==> config.mk <==
export PLATFORM = sky130hd
export DESIGN_NAME = fetch_stage_flat
export DESIGN_NICKNAME = d
export VERILOG_FILES = /design/src/rtl/fetch_stage_pkg.sv /design/src/rtl/fetch_stage_if.sv /design/src/rtl/fetch_stage_ifid_reg.sv /design/src/rtl/fetch_stage.sv /design/src/flat_wrapper.sv
export SDC_FILE = /design/constraint.sdc
export NUM_CORES = 1
export LEC_CHECK = 0
export ABC_AREA = 1
export CAP_MARGIN = 30
export CORE_MARGIN = 3
export CORE_UTILIZATION = 46
export CTS_CLUSTER_SIZE = 40
export DETAILED_ROUTE_END_ITERATION = 10
export PLACE_DENSITY = 0.78
export SETUP_SLACK_MARGIN = 0.5
export SLEW_MARGIN = 30
export SYNTH_ARGS = -nofsm -noshare
export SYNTH_HDL_FRONTEND = slang
export SYNTH_SLANG_ARGS = --single-unit
export TNS_END_PERCENT = 20
==> constraint.sdc <==
create_clock -name clk_i -period 1.9 [get_ports clk_i]
set_clock_uncertainty 0.2 [all_clocks]
set_input_delay 0.19 -clock clk_i [delete_from_list [all_inputs] [get_ports clk_i]]
set_output_delay 0.19 -clock clk_i [all_outputs]
set_load 0.1 [all_outputs]
==> src/rtl/fetch_stage_pkg.sv <==
// Shared types and constants for the instruction fetch stage.
package fetch_stage_pkg;

    localparam int unsigned XLEN = 32;

    // addi x0, x0, 0
    localparam logic [XLEN-1:0] NOP = 32'h0000_0013;

    typedef enum logic [1:0] {
        IDLE  = 2'd0,
        FETCH = 2'd1,
        DROP  = 2'd2
    } fetch_state_e;

    typedef struct packed {
        logic [XLEN-1:0] pc;
        logic [XLEN-1:0] inst;
        logic            valid;
    } ifid_t;

    // Redirect targets are always word aligned.
    function automatic logic [XLEN-1:0] align_pc(input logic [XLEN-1:0] a);
        return a & ~XLEN'(32'h3);
    endfunction

endpackage

==> src/rtl/fetch_stage_if.sv <==
// Instruction-memory request/response bus between fetch and memory.
interface fetch_stage_if;
    import fetch_stage_pkg::*;

    logic            im_req_o;
    logic [XLEN-1:0] im_addr_o;
    logic            im_ready_i;
    logic [XLEN-1:0] im_data_i;

    modport master (
        output im_req_o,
        output im_addr_o,
        input  im_ready_i,
        input  im_data_i
    );

    modport slave (
        input  im_req_o,
        input  im_addr_o,
        output im_ready_i,
        output im_data_i
    );

endinterface

==> src/rtl/fetch_stage_ifid_reg.sv <==
// IF/ID pipeline register: hold by default, bubble has priority over load.
module ifid_reg
    import fetch_stage_pkg::*;
(
    input  logic  clk,
    input  logic  rst,
    input  logic  load,
    input  logic  bubble,
    input  ifid_t d,
    output ifid_t q
);

    // Register update: reset, bubble (NOP, invalid), load or hold.
    always_ff @(posedge clk) begin
        if (rst) begin
            q <= '{pc: '0, inst: NOP, valid: 1'b0};
        end else if (bubble) begin
            q <= '{pc: q.pc, inst: NOP, valid: 1'b0};
        end else if (load) begin
            q <= d;
        end
    end

endmodule

==> src/rtl/fetch_stage.sv <==
// Instruction fetch stage: PC sequencing, redirect handling and IF/ID.
// Optional: define FETCH_PERF_CNT_EN to add saturating stall/flush counters.
module fetch_stage
    import fetch_stage_pkg::*;
#(
    parameter logic [31:0] PC_RESET = 32'h0000_0000
) (
    input  logic               clk_i,
    input  logic               rst_i,
    input  logic               stall_i,
    input  logic               flush_i,
    input  logic [XLEN-1:0]    target_pc_i,
    fetch_stage_if.master      im,
    output logic [XLEN-1:0]    id_pc_o,
    output logic [XLEN-1:0]    id_inst_o,
    output logic               id_valid_o
`ifdef FETCH_PERF_CNT_EN
    ,
    output logic [XLEN-1:0]    stall_cnt_o,
    output logic [XLEN-1:0]    flush_cnt_o
`endif
);

    localparam logic [1:0] ST_IDLE  = 2'(IDLE);
    localparam logic [1:0] ST_FETCH = 2'(FETCH);
    localparam logic [1:0] ST_DROP  = 2'(DROP);

    logic [1:0]      state_q, state_d;
    logic [XLEN-1:0] pc_q, pc_d;
    logic [XLEN-1:0] redir_q, redir_d;
    logic            req_q;
    logic            ifid_load, ifid_bubble;
    ifid_t           ifid_d, ifid_q;
    logic [XLEN-1:0] target_al;

    assign target_al = align_pc(target_pc_i);

    // Next-state, PC/redirect and IF/ID control decode.
    always_comb begin
        state_d     = state_q;
        pc_d        = pc_q;
        redir_d     = redir_q;
        ifid_load   = 1'b0;
        ifid_d      = '{pc: pc_q, inst: im.im_data_i, valid: 1'b1};

        unique case (state_q)
            ST_IDLE: begin
                state_d = ST_FETCH;
                if (flush_i) begin
                    pc_d = target_al;
                end
            end
            ST_FETCH: begin
                if (flush_i) begin
                    if (im.im_ready_i) begin
                        pc_d = target_al;
                    end else begin
                        redir_d = target_al;
                        state_d = ST_DROP;
                    end
                end else if (im.im_ready_i && !stall_i) begin
                    ifid_load = 1'b1;
                    pc_d      = pc_q + XLEN'(32'd4);
                end
            end
            ST_DROP: begin
                if (flush_i) begin
                    redir_d = target_al;
                end
                if (im.im_ready_i) begin
                    pc_d    = flush_i ? target_al : redir_q;
                    state_d = ST_FETCH;
                end
            end
            default: begin
                state_d = ST_IDLE;
            end
        endcase

        // Flush always empties IF/ID; otherwise an unproductive unstalled cycle inserts a bubble.
        ifid_bubble = flush_i || (state_q != ST_IDLE && !stall_i && !ifid_load);
    end

    // State, PC, redirect and request registers.
    always_ff @(posedge clk_i) begin
        if (rst_i) begin
            state_q <= ST_IDLE;
            pc_q    <= PC_RESET;
            redir_q <= '0;
            req_q   <= 1'b0;
        end else begin
            state_q <= state_d;
            pc_q    <= pc_d;
            redir_q <= redir_d;
            req_q   <= (state_d != ST_IDLE);
        end
    end

    ifid_reg u_ifid_reg (
        .clk    (clk_i),
        .rst    (rst_i),
        .load   (ifid_load),
        .bubble (ifid_bubble),
        .d      (ifid_d),
        .q      (ifid_q)
    );

    assign im.im_req_o  = req_q;
    assign im.im_addr_o = pc_q;
    assign id_pc_o      = ifid_q.pc;
    assign id_inst_o    = ifid_q.inst;
    assign id_valid_o   = ifid_q.valid;

`ifdef FETCH_PERF_CNT_EN
    logic [XLEN-1:0] stall_cnt_q, flush_cnt_q;

    // Saturating event counters for stall and flush cycles.
    always_ff @(posedge clk_i) begin
        if (rst_i) begin
            stall_cnt_q <= '0;
            flush_cnt_q <= '0;
        end else begin
            if (stall_i && stall_cnt_q != '1) begin
                stall_cnt_q <= stall_cnt_q + XLEN'(32'd1);
            end
            if (flush_i && flush_cnt_q != '1) begin
                flush_cnt_q <= flush_cnt_q + XLEN'(32'd1);
            end
        end
    end

    assign stall_cnt_o = stall_cnt_q;
    assign flush_cnt_o = flush_cnt_q;
`endif

endmodule

==> src/flat_wrapper.sv <==
// flat-port wrapper written by rule: the top's interface ports become plain ports
module fetch_stage_flat import fetch_stage_pkg::*;
#(
    parameter logic [31:0] PC_RESET = 32'h0000_0000
)
  (clk_i, rst_i, stall_i, flush_i, target_pc_i, id_pc_o, id_inst_o, id_valid_o, im_im_req_o, im_im_addr_o, im_im_ready_i, im_im_data_i);
  fetch_stage_if im_i ();
  input  logic clk_i;
  input  logic rst_i;
  input  logic stall_i;
  input  logic flush_i;
  input  logic [XLEN-1:0] target_pc_i;
  output logic [XLEN-1:0] id_pc_o;
  output logic [XLEN-1:0] id_inst_o;
  output logic id_valid_o;
  output wire logic [$bits(im_i.im_req_o)-1:0] im_im_req_o;
  output wire logic [$bits(im_i.im_addr_o)-1:0] im_im_addr_o;
  input wire logic [$bits(im_i.im_ready_i)-1:0] im_im_ready_i;
  input wire logic [$bits(im_i.im_data_i)-1:0] im_im_data_i;
  assign im_im_req_o = im_i.im_req_o;
  assign im_im_addr_o = im_i.im_addr_o;
  assign im_i.im_ready_i = im_im_ready_i;
  assign im_i.im_data_i = im_im_data_i;
  fetch_stage #(.PC_RESET(PC_RESET)) u_core (.clk_i(clk_i), .rst_i(rst_i), .stall_i(stall_i), .flush_i(flush_i), .target_pc_i(target_pc_i), .im(im_i), .id_pc_o(id_pc_o), .id_inst_o(id_inst_o), .id_valid_o(id_valid_o));
endmodule
Word-level counts from Yosys, hierarchy flattened
Cells that the tools add are included.

word-level totals
  flip-flop bits (word level) = 132
  bits of input ports = 69
  output and inout bits = 98
  word-level logic and storage cells = 49

cells by class
  add/subtract/negate cells = 1
  eq/ne operators = 8
  mux-type cells = 17
  bitwise gates (word level) = 1
  reductions and logical operators = 15

operators with widths
  kind                   number
  $mux 32                8
  $pmux 32 s3            1
  $pmux 32 s2            1
  $add 32x3->32 const B  1
  $ne 2x2->1 const B     4
  $mux 2                 3
  $pmux 2 s3             1
  $reduce_bool 2->1      3
  $reduce_and 5->1       1
  $logic_and 1x1->1      3
  $mux 1                 3
  $ne 3x2->1 const B     1
  $ne 3x3->1 const B     1
  $reduce_and 3->1       1
  $reduce_bool 3->1      1
  $eq 2x1->1 const B     1
  $eq 2x2->1 const B     1
  $logic_not 1->1        2
  $logic_not 2->1        1
  $reduce_and 2->1       1
  $reduce_or 2->1        1
  $logic_or 1x1->1       1
  $not 1->1              1

Longest topological paths before layout
Gate-level depths: netlist of the first run.

  word-level depth = 10
  mapped depth = 14
  mapped depth without buffers = 14

Hierarchy
Synthesis of the first run repeated with hierarchy kept, for this count alone.

second synthesis, totals
  cells, all modules = 1,136
  area, all modules = 7,121.8 um^2

by module, submodules not included
  module       times used  cells each  area each (um^2)  sequential area each (um^2)
  fetch_stage  1           784         4,633.2           1,341.3
  ifid_reg     1           352         2,488.6           1,301.2

Worst setup path before layout of the first run
No wires, ideal clock.

  path kind = register -> register
  start point = register u_core.pc_q[2] (netlist: u_core.im.im_addr_o[2])
  end point = register u_core.pc_q[24] (netlist: u_core.im.im_addr_o[24])
  library setup time = 137 ps
  arrival time = 2,263 ps
  required time = 1,563 ps
  setup slack = -700 ps
  cell stages (with the launch flop) = 15
  path buffers = 0
  period minus slack after synthesis = 2,600 ps
  path through = dfxtp_1 -> ha_1 -> nand3_2 -> inv_2 -> nand2_1 -> nor2_2 -> nand2_1 -> nand2_1 -> nand2_1 -> nand2_1 -> nand2_1 -> nand2_1 -> nand2_1 -> nand2_1 -> a21oi_1

on the way
  cells in the longest elaborated chain, start to end = 4

RTL lines
  what                      line               RTL
  start: declaration        fetch_stage.sv:29  logic [XLEN-1:0] pc_q, pc_d;
  start signal: assignment  fetch_stage.sv:93  pc_q <= pc_d;
  $add 32x3->32             fetch_stage.sv:63  pc_d = pc_q + XLEN'(32'd4);
  $mux 32                   fetch_stage.sv:61  end else if (im.im_ready_i && !stall_i) begin
  $mux 32                   fetch_stage.sv:54  if (flush_i) begin
  $pmux 32 s3               fetch_stage.sv:46  unique case (state_q)

Every way passes these cells. The select of a mux whose other input is x is not followed.
A chain may end at the register's enable or synchronous reset.

Final worst setup path of the first run
  start point = register u_core.state_q[1]
  end point = register u_core.pc_q[6] (netlist: u_core.im.im_addr_o[6])

on the way
  cells in the longest elaborated chain, start to end = 3
  elaborated cells on any way between the ends = 10
  classes of those cells = eq/ne: 6; mux: 1; reduce/logical: 3

RTL lines
  what                                                line               RTL
  start: declaration                                  fetch_stage.sv:28  logic [1:0] state_q, state_d;
  start signal: assignment                            fetch_stage.sv:92  state_q <= state_d;
  $eq 2x1->1, or another cell as far along            fetch_stage.sv:46
  $ne 3x3->1 (no line), or another cell as far along  n/a
  $reduce_and 5->1 (no line)                          n/a

Parallel ways exist; a longest one is shown, timed or not.

==> results.py, run 1 <==
metrics = {
    "timing": {
        "timing.final.hold_violations": 0,
        "setup_viol": 31,
        "finalWorstSetupSlack_ns": -0.0997,
        "max_freq_ghz": 0.500,
        "worstMarginPinSlew_ns": 0.341,
        "tns_ns": -1.47,
        "relSlewSlack_pct": 77.3,
        "fin_crit_sh_pct": 105,
        "rsz0062_at_grt": "true",
        "min_period_ns": 2.00,
        "final_max_slew_viol_count": 0,
    },
    "placement": {
        "io_buffer_count": 164,
        "place_area_um2": 10000,
        "dp_hpwl_um": 16800,
        "gp_congestion": 0.946,
        "dp_cells": 1452,
    },
    "routing": {
        "wl_per_cell_um": 17.9,
        "vias": 8541,
        "drt-total-wl_um": 27000,
        "firstDrtPassIters": 6,
        "drt_iter0_drc": 892,
        "drc_errors": 0,
        "drtAntennaViolNets": 0,
        "vias_per_cell": 5.64,
    },
    "logic_synthesis": {
        "yosys_warnings": 0,
        "synth_fa_ha_area_share_pct": 1.07,
        "synthCells": 1052,
        "synth_area_um2": 7000,
        "synth_xor_area_share_pct": 0.983,
        "synth_top_family_by_area": "simple AND/OR/NAND/NOR gates",
        "synth_compound_area_share_pct": 22.4,
        "synth_edf_count": 0,
        "muxShareOfSynthArea_pct": 0,
        "yosys.area_share.simple_pct": 30.8,
        "ys_seq_area_share_pct": 37.8,
        "synth.avg_cell_area_um2": 6.65,
        "synthArstFlopShare_pct": 0,
        "synth_seq_cells": 132,
        "mappedNetlistNets": 1127,
        "synth_cell_types": 38,
        "synthFlopType": "dfxtp_1",
    },
    "setup_path": {
        "r2r_end": "u_core.im.im_addr_o[6]",
        "crit_required_ns": 2.04,
        "cp.arrival_ns": 2.14,
        "critical_path.max_fanout": 8,
        "rr_startpoint": "u_core.state_q[1]",
        "startpoint": "u_core.state_q[1]",
        "cp-end-kind": "flip-flop",
        "worstSetupPathType": "flip-flop to flip-flop",
        "ff2ff_path_depth": 11,
        "cp-endpoint": "u_core.im.im_addr_o[6]",
        "regToRegSetupSlack_ns": -0.1,
        "start_kind": "flip-flop",
    },
    "finish": {
        "final_common_cell": "nand2_1",
        "area_growth_pct": 65.8,
        "finalNetCount": 1392,
        "drive_above_1_share_pct": 36.6,
        "layoutNonFillerInstCount": 1514,
        "diodes": 0,
        "fin_area_um2": 11600,
        "most-common-layout-cells": "302 x nand2_1, 148 x buf_4, 113 x a21oi_1, 101 x dfxtp_1, 98 x nor2_1",
    },
    "floorplanning": {
        "die_x_um": 129,
        "die_h_um": 129,
        "start_util_pct": 47.6,
        "io_pins": 167,
        "row_count": 44,
        "coreArea_um2": 14700,
        "dieArea_um2": 16700,
    },
    "worst_hold_path": {
        "hold_class": "input pin to flip-flop",
        "worstHoldPathCells": 3,
    },
    "run_status": {
        "violations": "negative setup slack",
        "status": "finished with violations",
    },
    "pwr": {
        "power_density_nw_per_um2": 764,
        "p_leak_nw": 4.63,
        "power_mw": 8.87,
        "vdd_drop_max_mv": 0.662,
    },
    "global_routing": {
        "grt_start_max_net_pins": 37,
        "grt_pass1_vias": 7740,
        "antenna_found_initial": 0,
        "overflow": 0,
        "grt_first_pass_wirelength_um": 38900,
        "track_usage_pct": 28.8,
    },
    "clock_network": {
        "worstSkewPairLatency_ns": 0.42,
        "numCtsBuffers": 17,
        "tritoncts": "built",
        "htree_levels": 4,
        "clock-sinks": 132,
        "cts.clk_slew.worst_paths_ns": 0.06,
        "root_buffer": "clkbuf_16",
        "clockBufferDepth": 2,
    },
    "flow_run": {
        "max_cap_violations": 0,
    },
}
worst min path at each step:
stage,to,start,slack [ns]
floorplan,u_core.u_ifid_reg.q[1],im_im_data_i[0],0.12
finish,u_core.u_ifid_reg.q[25],im_im_data_i[24],0.13
detailed placement,u_core.redir_q[0],u_core.redir_q[0],0.26
global placement,u_core.redir_q[1],u_core.redir_q[1],0.25
global route,u_core.u_ifid_reg.q[19],im_im_data_i[18],0.12
CTS,u_core.u_ifid_reg.q[13],im_im_data_i[12],0.12
kinds of logic after synthesis:
| family | after synthesis |
|---|---|
| and+or+nand+nor | 520 |
| buffers and inverters | 109 |
| xor gates and xnor gates | 7 |
| AOI/OAI and AO/OA | 278 |
| DFF | 132 |
| adders and majority gates | 6 |
layer usage:
layer / share of wire (%) / global-route usage [%]
met1: 40 / 38.4
met2: 47 / 45.6
met3: 9.6 / 6.02
met4: 4.1 / 11.4
met5: 0 / 0
final cells by class:
| type | count | area [um^2] |
|---|---|---|
| Timing Repair Buffer | 308 | 3490 |
| Multi-Input combinational cell | 811 | 4390 |
| Fill cell | 897 | 3090 |
| Sequential cell | 132 | 2750 |
| Clock inverter | 14 | 105 |
| Inverter | 45 | 198 |
| Tap cell | 184 | 230 |
| Timing Repair inverter | 2 | 13.8 |
| Clock buffer | 18 | 429 |
per-stage QoR:
step / setup WS, ns / hold WS, ns / util, %
after detailed placement: -0.201 / 0.256 / 68.4
after floorplan: 0.0152 / 0.116 / -
final: -0.0997 / 0.128 / 79.0
after global placement: -0.191 / 0.249 / 68.4
after global routing: -0.183 / 0.122 / 79.0
after CTS: -0.00455 / 0.123 / 75.9
registers in the layout, summed over array words and instances (netlist names):
signal               flops
u_core.redir_q          32
u_core.im.im_req_o       1
u_core.im.im_addr_o     32
u_core.state_q           2
u_core.u_ifid_reg.q     65
critical path: stages (launching register included):
cell      delay [ns]
dfxtp_4         0.37
inv_4           0.05
buf_6           0.11
ha_4            0.16
nand2_2         0.06
nand3b_1        0.14
nor2_4          0.19
clkinv_4        0.17
buf_6           0.17
nor2_2          0.07
o31ai_1         0.08
a21oi_1         0.15
repair_timing:
| item | CTS | global route |
|---|---|---|
| buffers inserted | 15 | 5 |
| hold buffers | 0 | 0 |
| gates resized for setup | 119 | 90 |
| cloned | 5 | 5 |
| pin swaps | 17 | 27 |
| setup endpoints to repair | 206 | 226 |
power breakdown:
part	internal [mW]	total, mW	switching, mW
Sequential	2.92	3.14	0.214
Clock	1.68	3.00	1.32
Combinational	1.05	2.73	1.68
synth_stat cells, types with 4 or more instances:
master / instances / area, um^2
nand2_1: 316 / 1190
a21oi_1: 141 / 706
nor2_1: 138 / 518
dfxtp_1: 132 / 2640
o21ai_0: 71 / 355
a21oi_2: 38 / 333
inv_1: 36 / 135
clkbuf_1: 35 / 131
nand3_1: 29 / 145
buf_2: 19 / 95.1
o21ai_1: 14 / 70.1
nor2_4: 9 / 101
inv_2: 8 / 30.0
ha_1: 6 / 75.1
nand2_2: 6 / 37.5
buf_4: 5 / 37.5
buf_6: 4 / 45.0
nand3b_1: 4 / 30.0
nor2_2: 4 / 25.0
o31ai_1: 4 / 30.0
Note: power is estimated with default switching activity, not from simulation.
==> run 2: changes to the inputs <==
--- a/config.mk
+++ b/config.mk
@@ -5,13 +5,13 @@
 export SDC_FILE = /design/constraint.sdc
 export NUM_CORES = 1
 export LEC_CHECK = 0
-export ABC_AREA = 1
+export ABC_AREA = 0
 export CAP_MARGIN = 30
 export CORE_MARGIN = 3
-export CORE_UTILIZATION = 46
+export CORE_UTILIZATION = 44
 export CTS_CLUSTER_SIZE = 40
 export DETAILED_ROUTE_END_ITERATION = 10
-export PLACE_DENSITY = 0.78
+export PLACE_DENSITY = 0.77
 export SETUP_SLACK_MARGIN = 0.5
 export SLEW_MARGIN = 30
 export SYNTH_ARGS = -nofsm -noshare
==> results.py, run 2 <==
metrics = {
    "clock_network": {
        "root_buffer": "clkbuf_16",
        "numCtsBuffers": 17,
        "worstSkewPairLatency_ns": 0.45,
        "clock-sinks": 132,
        "cts.clk_slew.worst_paths_ns": 0.06,
        "clockBufferDepth": 2,
        "htree_levels": 4,
        "tritoncts": "built",
    },
    "floorplanning": {
        "coreArea_um2": 13400,
        "io_pins": 167,
        "row_count": 42,
        "die_h_um": 124,
        "dieArea_um2": 15300,
        "die_x_um": 124,
        "start_util_pct": 45.6,
    },
    "placement": {
        "gp_congestion": 0.943,
        "dp_cells": 1183,
        "dp_worst_setup_slack_ns": -0.393,
        "io_buffer_count": 164,
        "dp_hpwl_um": 14400,
        "place_area_um2": 9210,
    },
    "timing": {
        "relSlewSlack_pct": 59.3,
        "max_freq_ghz": 0.414,
        "worstMarginPinSlew_ns": 0.608,
        "fin_crit_sh_pct": 127,
        "timing.final.hold_violations": 0,
        "min_period_ns": 2.41,
        "final_max_slew_viol_count": 0,
        "holdWs_ns": 0.106,
        "finalWorstSetupSlack_ns": -0.515,
        "rsz0062_at_grt": "true",
        "setup_viol": 127,
    },
    "logic_synthesis": {
        "yosysTopAreaCell": "dfxtp_1",
        "synthFlopType": "dfxtp_1",
        "synthArstFlopShare_pct": 0,
        "synth_most_common_cell": "nand2_1",
        "synthCells": 802,
        "synth_common_cells": "222 x nand2_1, 132 x dfxtp_1, 118 x a21oi_1",
        "mappedNetlistNets": 877,
        "synth_cell_types": 56,
        "synth_seq_cells": 132,
        "synth_area_um2": 6110,
        "synth_edf_count": 0,
        "yosys_warnings": 0,
        "ys_seq_area_share_pct": 43.3,
        "ys_top_cells_by_area": "dfxtp_1 43%, nand2_1 14%, a21oi_1 9.7%, o21ai_0 3.3%, clkbuf_1 2.9%",
        "synth_top_area_share_pct": 43.3,
        "synth.avg_cell_area_um2": 7.61,
    },
    "setup_path": {
        "cp-end-kind": "flip-flop",
        "worstPathCellList": "nand4_1 -> or4_4 -> nor4_1 -> o22ai_1 -> a21oi_1",
        "start_kind": "flip-flop",
        "cp_top_family": "simple AND/OR/NAND/NOR gates",
        "critical_path.max_fanout": 6,
        "critPathBufInv": 0,
        "crit_path_max_incr_delay_ns": 0.58,
        "crit_required_ns": 2.05,
        "worstSetupPathType": "flip-flop to flip-flop",
        "slowest_stage": "or4_4",
        "cp.arrival_ns": 2.57,
    },
    "run_status": {
        "status": "finished with violations",
        "violations": "design-rule violations, negative setup slack",
    },
    "finish": {
        "drive_above_1_share_pct": 42.2,
        "fin_util_pct": 88.3,
        "area_growth_pct": 93.8,
        "diodes": 0,
        "layoutNonFillerInstCount": 1254,
        "most-common-layout-cells": "192 x nand2_1, 108 x buf_12, 91 x dfxtp_1, 76 x a21oi_1, 72 x buf_4",
        "largest_reg_flops": 65,
        "fin_area_um2": 11800,
        "finalNetCount": 1140,
        "regMostFlops": "u_core.u_ifid_reg.q",
        "nFillCells": 514,
        "final_common_cell": "nand2_1",
    },
    "global_routing": {
        "grt_start_max_net_pins": 65,
        "grt_pass1_vias": 7347,
        "overflow": 0,
        "track_usage_pct": 31.7,
        "antenna_found_initial": 2,
        "grt_first_pass_wirelength_um": 37900,
    },
    "routing": {
        "drt-total-wl_um": 34700,
        "wl_per_cell_um": 27.7,
        "vias": 8674,
        "vias_per_cell": 6.92,
        "drc_errors": 2,
        "drt_iter0_drc": 1503,
        "drtAntennaViolNets": 0,
        "firstDrtPassIters": 10,
    },
    "worst_hold_path": {
        "hold_class": "input pin to flip-flop",
    },
    "pwr": {
        "power_density_nw_per_um2": 817,
        "p_leak_nw": 4.48,
        "vdd_drop_max_mv": 0.727,
    },
    "flow_run": {
        "max_cap_violations": 0,
    },
}
[run 2: cell types whose count changed after synthesis, moves of 13 or more]
cell	before	now
o21ai_1	14	1
a21oi_2	38	0
a21oi_1	141	118
a221o_1	0	16
nor2_1	138	31
nand3_1	29	12
o21ai_0	71	40
nand2_1	316	222
inv_1	36	8
[run 2: final timing paths]
kind / start / end / slack [ns] / depth (start not counted)
setup / recovery: u_core.im.im_addr_o[21] / u_core.im.im_addr_o[24] / -0.51 / 5
hold / removal: im_im_data_i[18] / u_core.u_ifid_reg.q[19] / 0.11 / 3
setup reg to reg: u_core.im.im_addr_o[21] / u_core.im.im_addr_o[24] / -0.51 / 5
hold reg to reg: u_core.redir_q[12] / u_core.redir_q[12] / 0.26 / 2
[run 2: per-stage QoR]
stage / TNS [ns] / power (mW)
after global placement: -22.51 / 5.53
final: -21.68 / 9.67
after floorplan: -9.95 / 4.55
after global routing: -26.45 / 9.82
after detailed placement: -25.17 / 5.55
after CTS: -2.65 / 9.16
[run 2: area by class of cell]
cell class                 instances  area [um^2]  area share (%)
inverter                           8         35.0           0.296
sequential                       132         2780            23.5
tap                              176          220            1.86
multi-input combinational        597         4020            34.0
clock inverter                     8         51.3           0.433
clock buffer                      24          568            4.80
timing repair buffer             309         4170            35.2
[run 2: kinds of logic after synthesis]
group,synth area share (%)
buffers and inverters,4.94
AO/OA/AOI/OAI,22.6
flip-flops,43.3
AND/OR/NAND/NOR,26.8
multiplexers,0.164
XOR/XNOR,1.00
adder cells (fa/ha/maj),1.23
[run 2: timing repair]
item | 4_1_cts | 5_1_grt
resized for setup | 208 | 204
setup endpoints to repair | 224 | 222
hold buffers | 1 | 0
pin swaps | 29 | 52
cloned | 2 | 8
setup buffers | 18 | 10
hold endpoints to repair | 10 | 0
[run 2: per-layer routing]
metal  GRT usage [%]  wire, um
met2            53.0     16000
met3            8.86      4460
met4            16.4      3200
met1            36.9     11000
met5               0        69
[run 2: worst reg2reg max path, cell delays in order, from the launching register on]
cell,delay (ns)
dfxtp_4,0.36
nand4_1,0.24
or4_4,0.58
nor4_1,0.53
o22ai_1,0.21
a21oi_1,0.20
[run 2: power breakdown]
group	switching (mW)	internal, mW	leakage (nW)
logic	1.88	1.24	3.07
clock network	1.36	2.10	0.313
registers	0.185	2.92	1.10
total	3.42	6.25	4.48
